**src/rtl/clk_freq_meter.sv**
```systemverilog
// clk_freq_meter: measures the period of an asynchronous clock (clk_in) in
// clk_src cycles, averaged over 2^WINDOW_BITS clk_in periods. The result is
// fixed point with WINDOW_BITS fractional bits. The block also flags lock
// against an expected frequency and flags a timeout when clk_in stops.
module clk_freq_meter #(
  parameter real CLK_SRC        = 125.0,
  parameter real CLK_EXP        = 3.579545,
  parameter int  WINDOW_BITS    = 8,
  parameter int  CNT_WIDTH      = 24,
  parameter int  TOL_TICKS      = 64,
  parameter int  TIMEOUT_CYCLES = 1024
) (
  input  logic                 clk_src,
  input  logic                 reset,
  input  logic                 clk_in,
  output logic [CNT_WIDTH-1:0] period,
  output logic                 valid,
  output logic                 locked,
  output logic                 timeout
);

  // Expected window length in clk_src cycles, which is floor(ratio * 2^WINDOW_BITS).
  localparam int EXP_INT = $rtoi(CLK_SRC / CLK_EXP * real'(2 ** WINDOW_BITS));
  localparam logic [CNT_WIDTH-1:0] EXP_PERIOD = CNT_WIDTH'(EXP_INT);
  localparam logic [CNT_WIDTH-1:0] TOL        = CNT_WIDTH'(TOL_TICKS);
  localparam int                   IDLE_W     = $clog2(TIMEOUT_CYCLES + 1);
  localparam logic [IDLE_W-1:0]    IDLE_MAX   = IDLE_W'(TIMEOUT_CYCLES);
  localparam logic [IDLE_W-1:0]    IDLE_LAST  = IDLE_W'(TIMEOUT_CYCLES - 1);

  typedef enum logic {
    WAIT_FIRST = 1'b0,
    MEASURE    = 1'b1
  } state_t;

  state_t                 state_q, state_d;
  logic                   sync1_q, sync1_d;
  logic                   sync2_q, sync2_d;
  logic                   hist_q, hist_d;
  logic [WINDOW_BITS-1:0] ecnt_q, ecnt_d;
  logic [CNT_WIDTH-1:0]   win_q, win_d;
  logic [IDLE_W-1:0]      idle_q, idle_d;
  logic [CNT_WIDTH-1:0]   period_q, period_d;
  logic                   valid_q, valid_d;
  logic                   locked_q, locked_d;
  logic                   timeout_q, timeout_d;

  logic                   edge_det;
  logic                   idle_hit;
  logic                   win_full;
  logic [CNT_WIDTH-1:0]   diff;
  logic                   in_tol;

  // A rising edge is seen when the synchronised level is high and its history is low.
  assign edge_det = sync2_q & ~hist_q;
  // The idle threshold only counts if no edge arrives in the same cycle.
  assign idle_hit = ~edge_det & (idle_q == IDLE_LAST);
  assign win_full = (win_q == {CNT_WIDTH{1'b1}});
  assign diff     = (win_q > EXP_PERIOD) ? (win_q - EXP_PERIOD) : (EXP_PERIOD - win_q);
  assign in_tol   = (diff <= TOL);

  assign period  = period_q;
  assign valid   = valid_q;
  assign locked  = locked_q;
  assign timeout = timeout_q;

  // Next-state logic: synchroniser, idle watchdog, window FSM and result capture.
  always_comb begin
    state_d   = state_q;
    sync1_d   = clk_in;
    sync2_d   = sync1_q;
    hist_d    = sync2_q;
    ecnt_d    = ecnt_q;
    win_d     = win_q;
    idle_d    = idle_q;
    period_d  = period_q;
    valid_d   = 1'b0;
    locked_d  = locked_q;
    timeout_d = timeout_q;

    if (edge_det) begin
      idle_d    = '0;
      timeout_d = 1'b0;
    end else if (idle_q != IDLE_MAX) begin
      idle_d = idle_q + 1'b1;
    end

    case (state_q)
      WAIT_FIRST: begin
        if (edge_det) begin
          win_d   = CNT_WIDTH'(1);
          ecnt_d  = '0;
          state_d = MEASURE;
        end
      end
      MEASURE: begin
        if (!win_full) begin
          win_d = win_q + 1'b1;
        end
        if (edge_det) begin
          if (ecnt_q == {WINDOW_BITS{1'b1}}) begin
            // The closing edge also opens the next window, so there is no dead time.
            period_d = win_q;
            valid_d  = 1'b1;
            locked_d = in_tol;
            win_d    = CNT_WIDTH'(1);
            ecnt_d   = '0;
          end else begin
            ecnt_d = ecnt_q + 1'b1;
          end
        end
      end
      default: state_d = WAIT_FIRST;
    endcase

    // A lost clock or an impossibly long window abandons the measurement in progress.
    if (idle_hit || (state_q == MEASURE && win_full)) begin
      timeout_d = 1'b1;
      locked_d  = 1'b0;
      valid_d   = 1'b0;
      period_d  = period_q;
      state_d   = WAIT_FIRST;
    end
  end

  // State register with synchronous reset.
  always_ff @(posedge clk_src) begin
    if (reset) begin
      state_q   <= WAIT_FIRST;
      sync1_q   <= 1'b0;
      sync2_q   <= 1'b0;
      hist_q    <= 1'b0;
      ecnt_q    <= '0;
      win_q     <= '0;
      idle_q    <= '0;
      period_q  <= '0;
      valid_q   <= 1'b0;
      locked_q  <= 1'b0;
      timeout_q <= 1'b0;
    end else begin
      state_q   <= state_d;
      sync1_q   <= sync1_d;
      sync2_q   <= sync2_d;
      hist_q    <= hist_d;
      ecnt_q    <= ecnt_d;
      win_q     <= win_d;
      idle_q    <= idle_d;
      period_q  <= period_d;
      valid_q   <= valid_d;
      locked_q  <= locked_d;
      timeout_q <= timeout_d;
    end
  end

endmodule

```
**config.mk**
```make
export PLATFORM = sky130hd
export DESIGN_NAME = clk_freq_meter
export DESIGN_NICKNAME = d
export VERILOG_FILES = /design/src/rtl/clk_freq_meter.sv
export SDC_FILE = /design/constraint.sdc
export NUM_CORES = 1
export LEC_CHECK = 0
export ABC_CLOCK_PERIOD_IN_PS = 10020
export BUFFER_PORTS_ARGS = -buffer_cell sky130_fd_sc_hd__buf_2
export CORE_MARGIN = 2
export CORE_UTILIZATION = 30
export CTS_CLUSTER_SIZE = 30
export DETAILED_ROUTE_END_ITERATION = 8
export PLACE_DENSITY = 0.5
export SLEW_MARGIN = 15
export SYNTH_ARGS = -nofsm -noshare
export SYNTH_HDL_FRONTEND = slang
export SYNTH_SLANG_ARGS = --single-unit
export TNS_END_PERCENT = 100
```
**constraint.sdc**
```tcl
create_clock -name clk_src -period 10.02 [get_ports clk_src]
set_clock_uncertainty 0.15 [all_clocks]
set_input_delay 0.501 -clock clk_src [delete_from_list [all_inputs] [get_ports clk_src]]
set_output_delay 0.501 -clock clk_src [all_outputs]
set_load 0.01 [all_outputs]
```
==> impl_results.md, run 1 <==
* Combinational share of power at 0.035
* Post-route ant nets at 0
* Power density cells at 138 nW/µm²
* Largest net degree at the start of global routing at 61
* Die area at 14900 µm²
* Post-Place Worst Slack at 6360 ps
* Syn nets at 575
* Setup TNS at 0 ps
* Slew headroom at 0.338
* Via count at 4003
* DR DRC count at 0
* Post-cts repair resize count at 0
* Cell area after synthesis at 4190 µm²
* WL final at 11900 µm
* Cts bufs inserted at 9
* R2R depth at 9
* Fin. max-slew vios at 0
* Mux contribution to synthesized area at 0.0224
* Post-DR wirelength/cell at 15.9 µm
* Total track usage at 0.165
* Synth Area per Inst at 7.41 µm²
* Initial antenna violation count at 0
* Clk pwr share at 0.506
* Sw Share at 0.236
* Cells on Worst Hold Path at 2
* Fin cells at 746
* Syn-to-layout area delta at 12.3%
* Int Pwr at 0.497 mW
* Setup ws final at 6350 ps
* Port Buffers at 29
* Fillers at 1528
* Fin. Hold Viols at 0
* Setup Viol. Count Final at 0
* First-pass GRT wire length at 19100 µm
* CTS root buffer: clkbuf_16
* Number of global-route vias before repair at 3589
* Sw power at 0.154 mW
* CP max FO at 8
* Initial core utilization at 0.304
* Floorplan row count at 43
* N_diodes at 0
* DR pass1 iterations at 5
* Gpl congestion at 0.910
* DP HPWL at 8050 µm
* Setup CP Type: reg -> reg
* Seq/Total Area, Yosys at 0.353
* Grt total ovfl at 0
* Synth cell types at 60
* Clock transition at the registers of the reported paths at 60 ps
* Arr. time, crit path at 3800 ps
* Pleak at 1.70 nW
* Largest family of logic cells by synthesized area: simple AND/OR/NAND/NOR gates
* Count of state elements after synthesis at 74
* Crit end category: flip-flop
* Cell count after placement at 729
* Final Cell Area at 4710 µm²
* Final Critical Period at 3670 ps
* Critical Path Start Type: flip-flop
* Final hold slack at 208 ps
* Synth Flop Type: dfxtp_1
* Vias per std cell at 5.37
* Setup bufs post-CTS at 0
* CTS H-Tree Depth at 3
* Tcrit/Tclk final at 0.366
* Synth Area in Simple Gates at 0.294
* Share of cells above drive strength 1 at 0.102
* RSZ-0062 raised after global routing: no
* Type of the most critical hold path: in -> reg
* Worst path required time at 10150 ps
* Max frequency at 273 MHz
* Ys Warns at 0
* CTS Hold Bufs at 0
* Maximum vdd drop at 0.0739 mV
* Clock Tree Buf Depth at 2
* Synth Instances at 566
* Clk_lat worst skew at 350 ps
* Core area at 13800 µm²
* Synth Area in Adders at 0.0179
* Die width at 122 µm
* Least-Margin Pin Slew at 991 ps
* Clock sinks at 74
* Seq pwr share at 0.459
* Status: complete, no violations
* Max-Cap Viols at 0
* Ys async rst share at 0
* Die Ht at 122 µm
* Number of flops mapped to enable cells by yosys at 0
* Iter 0 DRT Violations at 304
* Placed cell areas at 4390 µm²
* Post-synthesis compound-gate area fraction at 0.229
* CTS tree: built
* Nets at 570
* I/O pin count at 30
* Post-Synth XOR/XNOR Area at 0.0334
## layer usage
metal	GRT usage	vias to the layer above	wire length, µm
met5	0	-	0
met4	0.0682	0	269
met3	0.0339	17	534
met2	0.247	79	5250
met1	0.231	1892	5840
li1	-	2015	-
## critical path: stages (launching register included)
cell and delay, ps:
dfxtp_1 410, ha_1 330, or4bb_1 520, or4_4 450
a31oi_2 490, mux2i_1 290, xor2_1 190, o2111ai_1 120
or4_1 530, o21ai_1 120
## registers in the layout (all words and copies together) (netlist names), 8 cells and up
register  cells
period       24
idle_q       11
ecnt_q        8
win_q        24
## cell usage in the layout, fill, tap and decap left out, types with 7 or more instances in the layout
master,instances
a211oi_1,7
a21o_1,7
a21oi_1,55
a22oi_1,8
a311oi_1,8
and3_1,11
buf_2,29
clkbuf_16,9
dfxtp_1,74
nand2_1,92
nand2b_1,8
nand3_1,26
nor2_1,50
nor2b_1,7
nor3_1,15
nor4_1,7
o21ai_0,33
or3_1,7
xor2_1,10
## cell type report
class	instances	area (µm²)	area share
inverters	4	15.0	0.00319
flip-flops and latches	74	1480	0.315
clock inverters	7	78.8	0.0167
multi-input cells	439	2500	0.531
clock buffers	9	225	0.0478
well taps	180	225	0.0478
repair buffers	33	183	0.0388
## logic make-up after synthesis
family,count (synthesis)
AOI/OAI and AO/OA,153
xor gates and xnor gates,16
adders and majority gates,6
buffers and inverters,53
DFF,74
muxes,9
and+or+nand+nor,255
## cell usage after synthesis (5+ instances only)
| cell type | n | area share |
|---|---|---|
| a21o_1 | 7 | 0.013 |
| mux2i_1 | 6 | 0.014 |
| a31oi_1 | 6 | 0.0090 |
| dfxtp_1 | 74 | 0.35 |
| or3_1 | 7 | 0.010 |
| and3_1 | 11 | 0.016 |
| nor4_1 | 7 | 0.010 |
| nand2b_1 | 8 | 0.012 |
| ha_1 | 6 | 0.018 |
| clkbuf_1 | 42 | 0.038 |
| xnor2_1 | 6 | 0.013 |
| xor2_1 | 10 | 0.021 |
| and2_1 | 5 | 0.0075 |
| nor2_1 | 50 | 0.045 |
| nand3_1 | 26 | 0.031 |
| nor3_1 | 15 | 0.018 |
| or4_1 | 5 | 0.0090 |
| a311oi_1 | 8 | 0.017 |
| a22oi_1 | 8 | 0.014 |
| a21oi_1 | 55 | 0.066 |
| nand2_1 | 92 | 0.082 |
| a211oi_1 | 7 | 0.013 |
| nor2b_1 | 7 | 0.010 |
| o21ai_0 | 33 | 0.039 |
## power by group through the flow
stage                     logic (mW)  clock network (mW)  registers [mW]
final                         0.0227               0.329           0.299
after global routing          0.0257               0.353           0.299
after detailed placement      0.0228                   0           0.305
after CTS                     0.0230               0.338           0.298
after floorplan               0.0168                   0           0.304
after global placement        0.0226                   0           0.305
## through the flow
stage / utilization / power, mW
finish: 0.342 / 0.650
global route: 0.342 / 0.677
CTS: 0.341 / 0.659
detailed placement: 0.319 / 0.328
global placement: 0.319 / 0.327
floorplan: - / 0.321
## worst paths after layout
| check | slack, ps | startpoint | endpoint |
|---|---|---|---|
| setup / recovery | 6350 | win_q[1] | locked |
| hold reg to reg | 300 | sync1_q | hist_d |
| setup reg to reg | 6350 | win_q[1] | locked |
| hold / removal | 210 | clk_in | sync1_q |
No activity file was read; power rests on OpenSTA's default activity.
==> run 2, diff against run 1 <==
--- a/config.mk
+++ b/config.mk
@@ -5,13 +5,14 @@
 export SDC_FILE = /design/constraint.sdc
 export NUM_CORES = 1
 export LEC_CHECK = 0
-export ABC_CLOCK_PERIOD_IN_PS = 10020
+export ABC_AREA = 1
+export ABC_CLOCK_PERIOD_IN_PS = 3250
 export BUFFER_PORTS_ARGS = -buffer_cell sky130_fd_sc_hd__buf_2
 export CORE_MARGIN = 2
 export CORE_UTILIZATION = 30
 export CTS_CLUSTER_SIZE = 30
 export DETAILED_ROUTE_END_ITERATION = 8
-export PLACE_DENSITY = 0.5
+export PLACE_DENSITY = 0.52
 export SLEW_MARGIN = 15
 export SYNTH_ARGS = -nofsm -noshare
 export SYNTH_HDL_FRONTEND = slang
==> constraint.sdc (replaced) <==
create_clock -name clk_src -period 3.25 [get_ports clk_src]
set_clock_uncertainty 0.15 [all_clocks]
set_input_delay 0.1625 -clock clk_src [delete_from_list [all_inputs] [get_ports clk_src]]
set_output_delay 0.1625 -clock clk_src [all_outputs]
set_load 0.01 [all_outputs]
==> impl_results.md, run 2 <==
* DP HPWL at 11400 µm (was 8050 µm)
* Clk_lat worst skew at 350 ps (about the same)
* Power density cells at 360 nW/µm² (was 138 nW/µm²)
* Initial antenna violation count at 0 (unchanged)
* Setup bufs post-CTS at 0 (unchanged)
* CP max FO at 30 (was 8)
* Placed cell areas at 5290 µm² (was 4390 µm²)
* Largest net degree at the start of global routing at 33 (was 61)
* Setup Viol. Count Final at 0 (unchanged)
* Die Ht at 133 µm (was 122 µm)
* Status: complete, no violations (unchanged)
* Fin. max-slew vios at 0 (unchanged)
* Clock sinks at 74 (unchanged)
* CTS H-Tree Depth at 3 (unchanged)
* Clock Tree Buf Depth at 2 (unchanged)
* Synth Flop Type: dfxtp_1 (unchanged)
* Setup CP Type: reg -> reg (unchanged)
* Fillers at 1824 (was 1528)
* Floorplan row count at 47 (was 43)
* Least-Margin Pin Slew at 1010 ps (was 991 ps)
* Top-count cell post-synth: nand2_1 (unchanged)
* Post-Synth XOR/XNOR Area at 0.0262 (was 0.0334)
* Worst path required time at 3380 ps (was 10150 ps)
* Synth cell types at 43 (was 60)
* Die area at 17800 µm² (was 14900 µm²)
* Pleak at 2.33 nW (was 1.70 nW)
* Leading area contributor after synthesis: dfxtp_1 (unchanged)
* Slowest CP cell: dfxtp_1 (was or4_1)
* Post-route ant nets at 0 (unchanged)
* Delay-heaviest family, CP: simple AND/OR/NAND/NOR gates (unchanged)
* Cts bufs inserted at 9 (unchanged)
* Synth top area share at 0.296 (was 0.353)
* Core area at 16500 µm² (was 13800 µm²)
* Via count at 5093 (was 4003)
* Ys async rst share at 0 (unchanged)
* RSZ-0062 raised after global routing: no (unchanged)
* Cell area after synthesis at 5010 µm² (was 4190 µm²)
* CP bufs+invs at 2 (was 0)
* Gpl congestion at 0.949 (was 0.910)
* Crit end category: flip-flop (unchanged)
* Grt total ovfl at 0 (unchanged)
* Clock transition at the registers of the reported paths at 60 ps (about the same)
* CTS Hold Bufs at 1 (was 0)
* WL final at 14900 µm (was 11900 µm)
* Vias per std cell at 4.91 (was 5.37)
* CTS root buffer: clkbuf_16 (unchanged)
* Worst-path cell chain: nand2_1 > inv_1 > nand3_1 > nor3_1 > nand2_1 > nand4_2 > buf_12 > o21ai_0 > a21oi_1 (was ha_1 > or4bb_1 > or4_4 > a31oi_2 > mux2i_1 > xor2_1 > o2111ai_1 > or4_1 > o21ai_1)
* Die width at 133 µm (was 122 µm)
* R2r setup slk at 400 ps (was 6350 ps)
* Ys Warns at 0 (unchanged)
* Share of cells above drive strength 1 at 0.122 (was 0.102)
* Multi-input logic area at 2920 µm² (was 2500 µm²)
* Nets at 821 (was 570)
* Synth Instances at 796 (was 566)
* Mux contribution to synthesized area at 0 (was 0.0224)
* Post-cts repair resize count at 0 (unchanged)
* Max-Cap Viols at 0 (unchanged)
* Fin. Hold Viols at 0 (unchanged)
* Synth top area cells: dfxtp_1 30%, nand2_1 17%, inv_1 6.9%, nand3_1 6.7%, a21oi_1 5.8% (was dfxtp_1 35%, nand2_1 8.2%, a21oi_1 6.6%, nor2_1 4.5%, o21ai_0 3.9%)
* Max frequency at 350 MHz (was 273 MHz)
* DR DRC count at 0 (unchanged)
* Max incr delay on CP at 580 ps (was 530 ps)
* Synth Area in Simple Gates at 0.399 (was 0.294)
* Synth Area per Inst at 6.30 µm² (was 7.41 µm²)
* Seq/Total Area, Yosys at 0.296 (was 0.353)
* DR pass1 iterations at 5 (unchanged)
* Syn-to-layout area delta at 11.8% (was 12.3%)
* Most frequent cells after synthesis: 223 x nand2_1, 92 x inv_1, 74 x dfxtp_1 (was 92 x nand2_1, 74 x dfxtp_1, 55 x a21oi_1)
* Final Cell Area at 5600 µm² (was 4710 µm²)
* N_diodes at 0 (unchanged)
* Register area at 1480 µm² (unchanged)
* Synth Area in Adders at 0.0150 (was 0.0179)
* Tcrit/Tclk final at 0.878 (was 0.366)
* Number of global-route vias before repair at 4702 (was 3589)
* Iter 0 DRT Violations at 472 (was 304)
* First-pass GRT wire length at 24300 µm (was 19100 µm)
* Type of the most critical hold path: in -> reg (unchanged)
* Initial core utilization at 0.304 (about the same)
* Arr. time, crit path at 2980 ps (was 3800 ps)
* Setup TNS at 0 ps (unchanged)
* Count of state elements after synthesis at 74 (unchanged)
* Critical Path Start Type: flip-flop (unchanged)
* Number of flops mapped to enable cells by yosys at 0 (unchanged)
* Slew headroom at 0.324 (was 0.338)
* Post-synthesis compound-gate area fraction at 0.142 (was 0.229)
* Port Buffers at 29 (unchanged)
* Largest family of logic cells by synthesized area: simple AND/OR/NAND/NOR gates (unchanged)
* Total track usage at 0.173 (was 0.165)
* Most common cell on crit path: nand2_1
* CTS tree: built (unchanged)
* Maximum vdd drop at 0.221 mV (was 0.0739 mV)
* I/O pin count at 30 (unchanged)
* Syn nets at 805 (was 575)
* Most common cell after layout, fill and taps aside: nand2_1 (unchanged)
* Final Critical Period at 2850 ps (was 3670 ps)
* Post-DR wirelength/cell at 14.3 µm (was 15.9 µm)
* Most frequent cells in the layout: 223 x nand2_1, 92 x inv_1, 74 x dfxtp_1 (was 92 x nand2_1, 74 x dfxtp_1, 55 x a21oi_1)
run 2: cells by family after synthesis:
family,after synthesis
AO/OA/AOI/OAI,126
adder cells (fa/ha/maj),6
XOR/XNOR,15
AND/OR/NAND/NOR,439
flip-flops,74
buffers and inverters,136
run 2: path summary, 6_finish.rpt:
| kind | to | from | depth (start not counted) |
|---|---|---|---|
| worst max register to register | period[0] | win_q[9] | 9 |
| worst max-delay path | period[0] | win_q[9] | 9 |
| worst min register to register | hist_d | sync1_q | 2 |
| worst min-delay path | hist_q | reset | 2 |
run 2: area by class of cell:
type                       count  share of cell area
clock buffer                  10              0.0426
clock inverter                 6              0.0118
inverter                     100              0.0670
multi-input combinational    586               0.520
sequential                    74               0.264
tap                          220              0.0491
timing repair buffer          41              0.0447
run 2: layer usage:
layer	global-route usage	wire (µm)	up-vias
met5	0	0	-
met4	0.0662	444	0
met3	0.0441	960	27
met2	0.260	6340	156
met1	0.237	7110	2296
li1	-	-	2614
run 2: per-stage QoR:
step / util / cells / hold WS [ps] / setup slack, ps / total power, mW
floorplan: - / 796 / 119 / 1170 / 0.986
global placement: 0.321 / 1020 / 228 / 578 / 1.01
detailed placement: 0.321 / 1020 / 234 / 472 / 1.01
CTS: 0.340 / 1037 / 193 / 466 / 2.05
global route: 0.340 / 1037 / 221 / 198 / 2.11
finish: 0.340 / 1037 / 193 / 395 / 2.02
run 2: power by group:
part | internal, mW | switching [mW]
clock network | 0.616 | 0.413
registers | 0.914 | 0.00604
logic | 0.0188 | 0.0519
run 2: worst reg2reg max path, stage by stage, from the launching register on:
cell and delay (ps):
dfxtp_1 580, nand2_1 360, inv_1 200, nand3_1 100
nor3_1 220, nand2_1 300, nand4_2 400, buf_12 230
o21ai_0 100, a21oi_1 140
